## src/rtl/rtc_pkg.sv

```systemverilog
// Shared field codes, range limits and the days-in-month table for the RTC calendar core.
package rtc_pkg;

    typedef enum logic [2:0] {
        FLD_SEC   = 3'd0,
        FLD_MIN   = 3'd1,
        FLD_HOUR  = 3'd2,
        FLD_DAY   = 3'd3,
        FLD_MONTH = 3'd4,
        FLD_YEAR  = 3'd5
    } field_e;

    localparam int SEC_MAX   = 59;
    localparam int MIN_MAX   = 59;
    localparam int HOUR_MAX  = 23;
    localparam int MONTH_MAX = 12;

    // Out-of-range month codes fall into the 31-day default so the result is always defined.
    function automatic logic [4:0] dim_lookup(input logic [3:0] month, input logic leap);
        case (month)
            4'd4, 4'd6, 4'd9, 4'd11: dim_lookup = 5'd30;
            4'd2:                    dim_lookup = leap ? 5'd29 : 5'd28;
            default:                 dim_lookup = 5'd31;
        endcase
    endfunction

endpackage

```

## src/rtl/rtc_days_in_month.sv

```systemverilog
// Combinational Gregorian days-in-month and leap-year decode for one month/year pair.
module rtc_days_in_month
    import rtc_pkg::*;
#(
    parameter int YEAR_W = 12
) (
    input  logic [3:0]        month,
    input  logic [YEAR_W-1:0] year,
    output logic [4:0]        dim,
    output logic              is_leap
);

    logic [31:0] year_ext;

    assign year_ext = 32'(year);

    always_comb begin
        is_leap = ((year_ext % 32'd4) == 32'd0) &&
                  (((year_ext % 32'd100) != 32'd0) || ((year_ext % 32'd400) == 32'd0));
        dim     = dim_lookup(month, is_leap);
    end

endmodule

```

## src/rtl/rtc_calendar_core.sv

```systemverilog
// Prescaled seconds-to-years calendar counter with validated field writes, pause, hh:mm alarm and rollover pulses.
module rtc_calendar_core
    import rtc_pkg::*;
#(
    parameter int TICK_DIV  = 50000000,
    parameter int YEAR_W    = 12,
    parameter int BASE_YEAR = 2000
) (
    input  logic              clk,
    input  logic              rst_n,
    input  logic              pause,
    input  logic              set_valid,
    output logic              set_ready,
    input  logic [2:0]        set_field,
    input  logic [YEAR_W-1:0] set_value,
    input  logic              alarm_en,
    input  logic [4:0]        alarm_hour,
    input  logic [5:0]        alarm_min,
    output logic [5:0]        sec,
    output logic [5:0]        min,
    output logic [4:0]        hour,
    output logic [4:0]        day,
    output logic [3:0]        month,
    output logic [YEAR_W-1:0] year,
    output logic              sec_pulse,
    output logic              day_pulse,
    output logic              year_ovf,
    output logic              alarm,
    output logic              set_err
);

    localparam int            PW         = $clog2(TICK_DIV);
    localparam logic [PW-1:0] PRESC_LAST = PW'(TICK_DIV - 1);

    logic [PW-1:0]     presc;
    logic [4:0]        cur_dim;
    logic [4:0]        cand_dim;
    logic              cur_leap;
    logic              cand_leap;
    logic              leap_unused;
    logic [3:0]        cand_month;
    logic [YEAR_W-1:0] cand_year;
    logic [4:0]        clamp_day;
    logic              write_req;
    logic              write_ok;
    logic              tick;

    logic              sec_wrap, min_wrap, hour_wrap, day_wrap, month_wrap;
    logic              c_min, c_hour, c_day, c_month, c_year;
    logic              year_wrap;
    logic              alarm_hit;
    logic [5:0]        nxt_sec, nxt_min;
    logic [4:0]        nxt_hour, nxt_day;
    logic [3:0]        nxt_month;
    logic [YEAR_W-1:0] nxt_year;

    // One decoder follows the live date, the other the date a month/year write would create.
    rtc_days_in_month #(.YEAR_W(YEAR_W)) u_dim_cur (
        .month   (month),
        .year    (year),
        .dim     (cur_dim),
        .is_leap (cur_leap)
    );

    rtc_days_in_month #(.YEAR_W(YEAR_W)) u_dim_cand (
        .month   (cand_month),
        .year    (cand_year),
        .dim     (cand_dim),
        .is_leap (cand_leap)
    );

    assign leap_unused = cur_leap ^ cand_leap;

    assign write_req = set_valid && set_ready;
    assign tick      = !write_req && !pause && (presc == PRESC_LAST);

    // Full carry chain so a year-end rollover resolves on a single edge.
    assign sec_wrap   = (sec == 6'(SEC_MAX));
    assign min_wrap   = (min == 6'(MIN_MAX));
    assign hour_wrap  = (hour == 5'(HOUR_MAX));
    assign day_wrap   = (day >= cur_dim);
    assign month_wrap = (month >= 4'(MONTH_MAX));

    assign c_min   = sec_wrap;
    assign c_hour  = c_min && min_wrap;
    assign c_day   = c_hour && hour_wrap;
    assign c_month = c_day && day_wrap;
    assign c_year  = c_month && month_wrap;

    assign nxt_sec   = sec_wrap ? 6'd0 : sec + 6'd1;
    assign nxt_min   = c_min ? (min_wrap ? 6'd0 : min + 6'd1) : min;
    assign nxt_hour  = c_hour ? (hour_wrap ? 5'd0 : hour + 5'd1) : hour;
    assign nxt_day   = c_day ? (day_wrap ? 5'd1 : day + 5'd1) : day;
    assign nxt_month = c_month ? (month_wrap ? 4'd1 : month + 4'd1) : month;
    assign nxt_year  = c_year ? year + YEAR_W'(1) : year;
    assign year_wrap = c_year && (year == '1);

    assign alarm_hit = alarm_en && (nxt_hour == alarm_hour) && (nxt_min == alarm_min) && (nxt_sec == 6'd0);

    always_comb begin
        write_ok   = 1'b0;
        cand_month = month;
        cand_year  = year;
        case (set_field)
            FLD_SEC:   write_ok = (set_value <= YEAR_W'(SEC_MAX));
            FLD_MIN:   write_ok = (set_value <= YEAR_W'(MIN_MAX));
            FLD_HOUR:  write_ok = (set_value <= YEAR_W'(HOUR_MAX));
            FLD_DAY:   write_ok = (set_value != '0) && (set_value <= YEAR_W'(cur_dim));
            FLD_MONTH: begin
                write_ok   = (set_value != '0) && (set_value <= YEAR_W'(MONTH_MAX));
                cand_month = set_value[3:0];
            end
            FLD_YEAR: begin
                write_ok  = 1'b1;
                cand_year = set_value;
            end
            default:   write_ok = 1'b0;
        endcase
    end

    assign clamp_day = (day > cand_dim) ? cand_dim : day;

    // A write (good or bad) restarts the second and takes priority over a coincident tick.
    always_ff @(posedge clk) begin
        if (!rst_n) begin
            presc     <= '0;
            sec       <= 6'd0;
            min       <= 6'd0;
            hour      <= 5'd0;
            day       <= 5'd1;
            month     <= 4'd1;
            year      <= YEAR_W'(BASE_YEAR);
            set_ready <= 1'b0;
            sec_pulse <= 1'b0;
            day_pulse <= 1'b0;
            year_ovf  <= 1'b0;
            alarm     <= 1'b0;
            set_err   <= 1'b0;
        end else begin
            set_ready <= 1'b1;
            sec_pulse <= 1'b0;
            day_pulse <= 1'b0;
            year_ovf  <= 1'b0;
            alarm     <= 1'b0;
            set_err   <= 1'b0;
            if (write_req) begin
                presc <= '0;
                if (write_ok) begin
                    case (set_field)
                        FLD_SEC:   sec  <= set_value[5:0];
                        FLD_MIN:   min  <= set_value[5:0];
                        FLD_HOUR:  hour <= set_value[4:0];
                        FLD_DAY:   day  <= set_value[4:0];
                        FLD_MONTH: begin
                            month <= set_value[3:0];
                            day   <= clamp_day;
                        end
                        FLD_YEAR: begin
                            year <= set_value;
                            day  <= clamp_day;
                        end
                        default: ;
                    endcase
                end else begin
                    set_err <= 1'b1;
                end
            end else if (tick) begin
                presc     <= '0;
                sec       <= nxt_sec;
                min       <= nxt_min;
                hour      <= nxt_hour;
                day       <= nxt_day;
                month     <= nxt_month;
                year      <= nxt_year;
                sec_pulse <= 1'b1;
                day_pulse <= c_day;
                year_ovf  <= year_wrap;
                alarm     <= alarm_hit;
            end else if (!pause) begin
                presc <= presc + PW'(1);
            end
        end
    end

endmodule

```

## config.mk

```make
export PLATFORM = sky130hd
export DESIGN_NAME = rtc_calendar_core
export DESIGN_NICKNAME = d
export VERILOG_FILES = /design/src/rtl/rtc_pkg.sv /design/src/rtl/rtc_days_in_month.sv /design/src/rtl/rtc_calendar_core.sv
export SDC_FILE = /design/constraint.sdc
export NUM_CORES = 1
export LEC_CHECK = 0
export CAP_MARGIN = 20
export CORE_ASPECT_RATIO = 1.2
export CORE_MARGIN = 2
export CORE_UTILIZATION = 34
export CTS_BUF_LIST = sky130_fd_sc_hd__clkbuf_2 sky130_fd_sc_hd__clkbuf_4 sky130_fd_sc_hd__clkbuf_8
export CTS_CLUSTER_SIZE = 8
export DETAILED_ROUTE_END_ITERATION = 7
export PLACE_DENSITY = 0.64
export SYNTH_ARGS = -nofsm -noshare
export SYNTH_HDL_FRONTEND = slang
export SYNTH_SLANG_ARGS = --single-unit
```

## constraint.sdc

```tcl
create_clock -name clk -period 13.4 [get_ports clk]
set_clock_uncertainty 0.1 [all_clocks]
set_input_delay 2.68 -clock clk [delete_from_list [all_inputs] [get_ports clk]]
set_output_delay 2.68 -clock clk [all_outputs]
set_load 0.1 [all_outputs]
```

==> metrics.txt <==
Worst Setup Path Type=in2reg; Int Power=0.345 mW; Rel. slew slack=approximately a third; clock sink count=70; GR Overflow Total=0; fillers=2142; non-filler cells in the finished layout=roughly 1300; initial antenna violation count=0; Clock Latency Late Sink=380 ps; 1st-iter DRT viols=between 500 and 600; fin crit share=between 80% and 90%; Post-CTS Resized=0; Clock Power Share=roughly 29%; Synth top area share=about 20%; Post-CTS Setup Repair Bufs=0; Core Area=20300 um2; largest fanout on the critical path=20; die height=between 150 and 200 um; Num CTS Buffers=9; via/cell ratio=5.61; CP max stage cell=nor3_1; ANT nets after route=0; Comb pwr share=between 30% and 40%; Starting Density=between 30% and 40%; via count=a little over 7000; CTS tree=done; final setup vio count=0; CP max stage delay=around 750 ps; router iterations before antenna repair=8; layout cells sized above 1=8.36%; EDFF count, synth=0; Synth Flop Type=dfxtp_1; pin count of the biggest net entering global routing=slightly below 50; Buffers on Ports=74; Register Area=around 1400 um2; total power=~0.55 mW; GPL Wtd Cong=between 0.9 and 1; arrival time worst endpoint=roughly 11000 ps; area delta synth->final=15.1%; Final nets=1053; setup slack at placement=2290 ps; most frequent cell after synthesis=nor2_1; Post-Syn Area=between 7000 and 8000 um2; final WL=around 20000 um; Pleak=2.98 nW; HP Class=reg2reg; syn nets=between 1000 and 1500; Reg clk slew, reported paths=approximately 80 ps; diode count=0; Cells after DPL=1254; top cells by area, synth=dfxtp_1 20%, nor2_1 6.1%, nand2_1 5.7%, xnor2_1 4.5%, a21oi_1 4.0%; hold_ws=approximately 400 ps; switching share of power=36.8%; HPWL after detailed placement=roughly 15000 um; wire per inst=16.1 um; Worst EP required=13580 ps; cts hold-fix bufs=0; Syn. warnings=0; Clock Tree Buf Depth=2; status=finished clean; die area=22000 um2; switching power=around 0.20 mW; Slew Viols, Final=0; num ports=75; Root Driver=clkbuf_8; Final Util=roughly two fifths; list of most frequent post-synthesis cells=116 x nor2_1, 108 x nand2_1, 70 x dfxtp_1, 57 x a21oi_1, 57 x o21ai_0; max_cap viols=0; Synth area leader=dfxtp_1; Post-DP Area=7980 um2; minimum clock period=10900 ps; DIE WIDTH=around 140 um; final worst slack=between 2000 and 3000 ps; Synth Instances=960; cell area after layout=between 8000 and 9000 um2; Setup crit start kind=input pin; synth unique cells=approximately 100; worst vdd ir=~0.000056 V; H-tree levels=3; footprint of the multi-input gates=5360 um2; Max Clk Rate=around 90 MHz; std cell rows=57; first-pass GRT wire length=between 30000 and 40000 um; # DRC=0; Final Hold Fails=0; sequential area share after synthesis=about a fifth; pwr dens=between 60 and 70 nW/um2; ys async rst share=0%; Synth Register Bits=70; Tot GR Track Use=between 10% and 20%; RSZ-0062 raised after global routing=no; Worst Setup End Kind=register; vias in the first global route=about 6700; worst slew pin tran=1020 ps; Flop pwr share=between 30 and 40%; Mapped Avg Cell Area=roughly 7.4 um2; setup TNS=0 ps
-- path summary, 6_finish.rpt --
path	start	to	slack, ps	depth (start not counted)
worst max-delay path	set_field[0]	day[0]$_SDFFE_PN1P_	2500	28
worst min-delay path	presc[23]$_SDFFE_PP0N_	presc[23]$_SDFFE_PP0N_	400	2
worst max register to register	year[9]$_SDFFE_PN1P_	year[9]$_SDFFE_PN1P_	4890	32
worst min register to register	presc[23]$_SDFFE_PP0N_	presc[23]$_SDFFE_PP0N_	400	2
-- cell type report --
class | instances | share of cell area (%)
clock buffers | 9 | 1.52
clock inverters | 7 | 0.614
inverters | 22 | 1.01
multi-input cells | 814 | 65.7
flip-flops and latches | 70 | 17.2
well taps | 265 | 4.07
repair buffers | 83 | 9.91
-- metal layers --
metal	track usage, %	vias to the layer above	routed length, um
li1	-	3573	-
met1	25.1	3335	9380
met2	31.3	194	9760
met3	2.87	22	1010
met4	6.30	0	337
met5	0	-	0
-- layout by cell type, fill, tap and decap left out, types with 9 or more instances in the layout --
| master | n |
|---|---|
| nor2_1 | 116 |
| nand2_1 | 108 |
| clkdlybuf4s50_1 | 74 |
| dfxtp_1 | 70 |
| a21oi_1 | 57 |
| o21ai_0 | 57 |
| nand3_1 | 44 |
| xnor2_1 | 36 |
| nor3_1 | 30 |
| mux2i_1 | 26 |
| xor2_1 | 24 |
| inv_1 | 22 |
| ha_1 | 22 |
| and3_1 | 16 |
| a31oi_1 | 15 |
| nand2b_1 | 14 |
| and2_1 | 14 |
| nand4_1 | 13 |
| or3_1 | 12 |
| o211ai_1 | 9 |
| o31ai_1 | 9 |
| a211oi_1 | 9 |
| nor3b_1 | 9 |
| clkbuf_8 | 9 |
| buf_4 | 9 |
-- worst max-delay path, delay by kind of cell --
family,cells,cell delay (ps)
compound gates,13,3130
buf+inv,1,720
fa+ha+maj,2,530
xor+xnor,1,180
simple gates,11,3810
-- cells by family (layout without fill, tap and decap cells) --
family                   Yosys count  count (layout)  synth area share [%]
AO/OA/AOI/OAI                    260             260                  27.4
XOR/XNOR                          65              65                  8.57
adder cells (fa/ha/maj)           26              26                  4.51
buffers and inverters             76             121                  4.58
flip-flops                        70              70                  19.8
multiplexers                      34              34                  5.02
AND/OR/NAND/NOR                  429             429                  30.1
-- power groups by stage --
stage	clock network [mW]	logic (mW)	registers (mW)
after floorplan	0	0.128	0.222
after global placement	0	0.174	0.216
after detailed placement	0	0.174	0.216
after CTS	0.161	0.175	0.211
after global routing	0.171	0.194	0.212
final	0.159	0.177	0.211
-- registers in the layout (all words and copies together), names as in the netlist --
name / cells
presc: 26
year: 12
min: 6
sec: 6
day: 5
hour: 5
month: 4
alarm: 1
day_pulse: 1
sec_pulse: 1
set_err: 1
set_ready: 1
year_ovf: 1
Power figures use the tool's default switching activity.
==> patch 1, RTL diff (config.mk and constraints unchanged) <==
Reset style: asynchronous (`rst_n`), changed in one clocked block.
--- a/src/rtl/rtc_calendar_core.sv
+++ b/src/rtl/rtc_calendar_core.sv
@@ -121,7 +121,7 @@
     assign clamp_day = (day > cand_dim) ? cand_dim : day;
 
     // A write (good or bad) restarts the second and takes priority over a coincident tick.
-    always_ff @(posedge clk) begin
+    always_ff @(posedge clk or negedge rst_n) begin
         if (!rst_n) begin
             presc     <= '0;
             sec       <= 6'd0;
Check against the original RTL: differs if rst_n is asserted again (counterexample within 4 cycles, from zero or initial values and one cycle with rst_n low); with rst_n held inactive, the same outputs for 4 cycles.
==> patch 1 against the unedited design <==
Cell count is 2.9% lower; wire length is 0.78% lower; die area fell by 1.2%; worst setup slack gained 1.0 ns; register-to-register slack gained 0.58 ns; maximum frequency increased by 10%; area after synthesis decreased by 1.2%; final area shrank 1.1%; critical path depth rose by 2; sequential cell count unchanged; utilization fell by 0.15 points.
Power is left out: it rests on default switching activity, and per cell area and clock period it moved more than threefold.
==> patch 1: results (changes against the unedited design) <==
| Metric | Value |
|---|---|
| Status | `finished, final reports clean (unchanged)` |
| Post-Synth Adder-Cell Area | `4.65% (was 4.51%)` |
| Pre-CTS WS | `3.29 ns (was 2.29 ns)` |
| Clk_lat worst skew | `0.35 ns (was 0.38 ns)` |
| Worst R2R Setup Slack | `5.47 ns (was 4.89 ns)` |
| Tot GR Track Use | `19.0% (was 18.9%)` |
| RePlAce Congestion | `0.898 (was 0.901)` |
| Largest net degree at the start of global routing | `71 (was 49)` |
| Top cells by area, synth | `dfrtp_1 (22%), nand2_1 (5.3%), a21oi_1 (5.2%) (was dfxtp_1 (20%), nor2_1 (6.1%), nand2_1 (5.7%))` |
| Worst path slowest cell | `clkdlybuf4s50_1 (was nor3_1)` |
| Reg2reg path depth | `29 (was 32)` |
| Detailed Routing Iterations Pass 1 | `5 (was 8)` |
| Worst slew pin tran | `1.03 ns (was 1.02 ns)` |
| Layout cells sized above 1 | `7.54% (was 8.36%)` |
| Setup crit end | `day[0] (unchanged)` |
| Cell family with most CP delay | `compound AO/OA/AOI/OAI gates (was simple AND/OR/NAND/NOR gates)` |
| Initial DRC count | `505 (was 545)` |
| Dpl cell area | `7890 µm² (was 7980 µm²)` |
| Worst flop-to-flop path endpoint | `year[2] (was year[9])` |
| Hpwl dp | `14900 µm (was 15100 µm)` |
| First-pass GRT wire length | `34300 µm (was 34000 µm)` |
| Via density | `5.77 (was 5.61)` |
| Worst r2r src | `year[8] (was year[9])` |
| Ys async rst share | `100% (was 0%)` |
| Hold WS | `0.443 ns (was 0.400 ns)` |
## patch 1: changes by cell type after synthesis, sizes merged, moves of 9 or more
cell   before  now
nor2      118   96
dfxtp      70    0
dfrtp       0   62
nand2     108   99
nand3      45   33
nor4        6   15
xnor2      41   20
o21ai      64   83
mux2i      28   17
a21oi      57   75
## patch 1: layout make-up
type                       instances  area, µm²
clock buffer                      12        146
inverter                          23       86.3
clock inverter                     4       26.3
sequential                        70       1760
timing repair buffer              78        768
tap                              265        332
multi-input combinational        781       4940
fill                            2122      12100
## patch 1: routing by layer
layer	GRT usage, %	routed length [µm]
met2	32.3	9860
met4	6.27	428
met5	0	0
met3	2.54	959
met1	24.8	9080
## patch 1: worst register-to-register path, delay by kind of cell (launching register included)
family / cells / cell delay [ns]
AO/OA/AOI/OAI: 17 / 4.67
adder cells (fa/ha/maj): 4 / 1.20
buffers and inverters: 1 / 0.08
flip-flops: 1 / 0.48
AND/OR/NAND/NOR: 7 / 1.30
==> patch 2, RTL diff (same settings) <==
Without the edit above. `MIN_MAX`: 59 -> 29.
--- a/src/rtl/rtc_pkg.sv
+++ b/src/rtl/rtc_pkg.sv
@@ -11,7 +11,7 @@
     } field_e;
 
     localparam int SEC_MAX   = 59;
-    localparam int MIN_MAX   = 59;
+    localparam int MIN_MAX   = 29;
     localparam int HOUR_MAX  = 23;
     localparam int MONTH_MAX = 12;
 
Check against the original RTL: not equivalent (Yosys sat finds a counterexample within 4 cycles, from zero or initial values and one cycle with rst_n low).
==> patch 2 against the unedited design <==
Sequential cell count unchanged; power increased by 16%; worst setup slack got worse by 0.086 ns; area after synthesis decreased by 3.4%; count of clock-buffer cells in the layout increased by 2; clock power increased by 40%; wire length increased by 3.3%; critical path depth increased by 5; register-to-register slack got worse by 1.3 ns; global-route usage increased by 0.60 points; sequential share of layout area increased by 0.40 points; final area decreased by 2.3%.
==> patch 2: results (changes against the unedited design) <==
| Metric | Value |
|---|---|
| Top cells by area, synth | `dfxtp_1 (20%), nor2_1 (6.1%), nand2_1 (5.8%) (was dfxtp_1 (20%), nor2_1 (6.1%), nand2_1 (5.7%))` |
| Worst flop-to-flop path endpoint | `year[2] (was year[9])` |
| Non-clock buffer share | `10.3% (was 9.91%)` |
| Drt total wl | `21200 µm (was 20500 µm)` |
| Slowest cell delay on critical path | `0.64 ns (was 0.75 ns)` |
| Cell variety after synth | `86 (was 102)` |
| Initial DRC count | `566 (was 545)` |
| Worst r2r src | `year[8] (was year[9])` |
| Clk cell area share | `3.16% (was 2.13%)` |
| Hold endpoint | `min[4] (was presc[23])` |
| Leakage | `2.74 nW (was 2.98 nW)` |
| Status | `finished, final reports clean (unchanged)` |
| Clock buf count | `11 (was 9)` |
| Cell family with most CP delay | `compound AO/OA/AOI/OAI gates (was simple AND/OR/NAND/NOR gates)` |
| Via density | `5.81 (was 5.61)` |
| Met2 GRT Util | `32.2% (was 31.3%)` |
| CP startpoint | `set_field[2] (was set_field[0])` |
| Met1 WL | `9160 µm (was 9380 µm)` |
| Max VDD drop | `0.0556 mV (was 0.0557 mV)` |
| Mux contribution to synthesized area | `3.90% (was 5.02%)` |
| Detailed Routing Iterations Pass 1 | `5 (was 8)` |
| Tot GR Track Use | `19.5% (was 18.9%)` |
| Post-Syn Nets | `1008 (was 1013)` |
| Logic inverters | `19 (was 22)` |
| M3 GR Usage | `4.33% (was 2.87%)` |
| Setup crit end | `day[1] (was day[0])` |
| Non-CTS buffers | `82 (was 83)` |
| Multi-input gate area | `5100 µm² (was 5360 µm²)` |
| Critical path arrival | `11.17 ns (was 11.07 ns)` |
| Worst path slowest cell | `clkdlybuf4s50_1 (was nor3_1)` |
| Met3 Wirelength | `1350 µm (was 1010 µm)` |
| Post-Synth XOR/XNOR Area | `7.92% (was 8.57%)` |
| RePlAce Congestion | `0.923 (was 0.901)` |
| Crit-path max FO | `30 (was 20)` |
| Slew margin rel. | `30.0% (was 31.5%)` |
## patch 2: cell types whose count changed after synthesis, moves of 6 or more
| cell | change |
|---|---|
| o21ai_0 | -11 |
| a21oi_1 | +14 |
| mux2i_1 | -8 |
| clkbuf_1 | +9 |
| nand2b_1 | -7 |
| or3_1 | -6 |
| nor3_1 | +13 |
| nand3_1 | +9 |
## patch 2: where the power goes
part | total, W | internal, W | switching [W] | leakage, nW
Sequential | 0.000215 | 0.000211 | 0.00000414 | 0.566
Combinational | 0.000199 | 0.0000705 | 0.000128 | 2.05
Clock | 0.000223 | 0.000131 | 0.0000920 | 0.123
Total | 0.000637 | 0.000412 | 0.000224 | 2.74
## patch 2: per-stage QoR
step	area, µm²	setup slack (ns)	cells	hold WS (ns)	util, %
after CTS	7940	2.50	1250	0.406	40.5
final	7970	2.42	1251	0.405	40.6
after detailed placement	7690	2.09	1234	0.390	39.2
after floorplan	6840	3.61	954	0.372	-
after global placement	7690	2.40	1234	0.390	39.2
after global routing	7970	1.79	1251	0.434	40.6
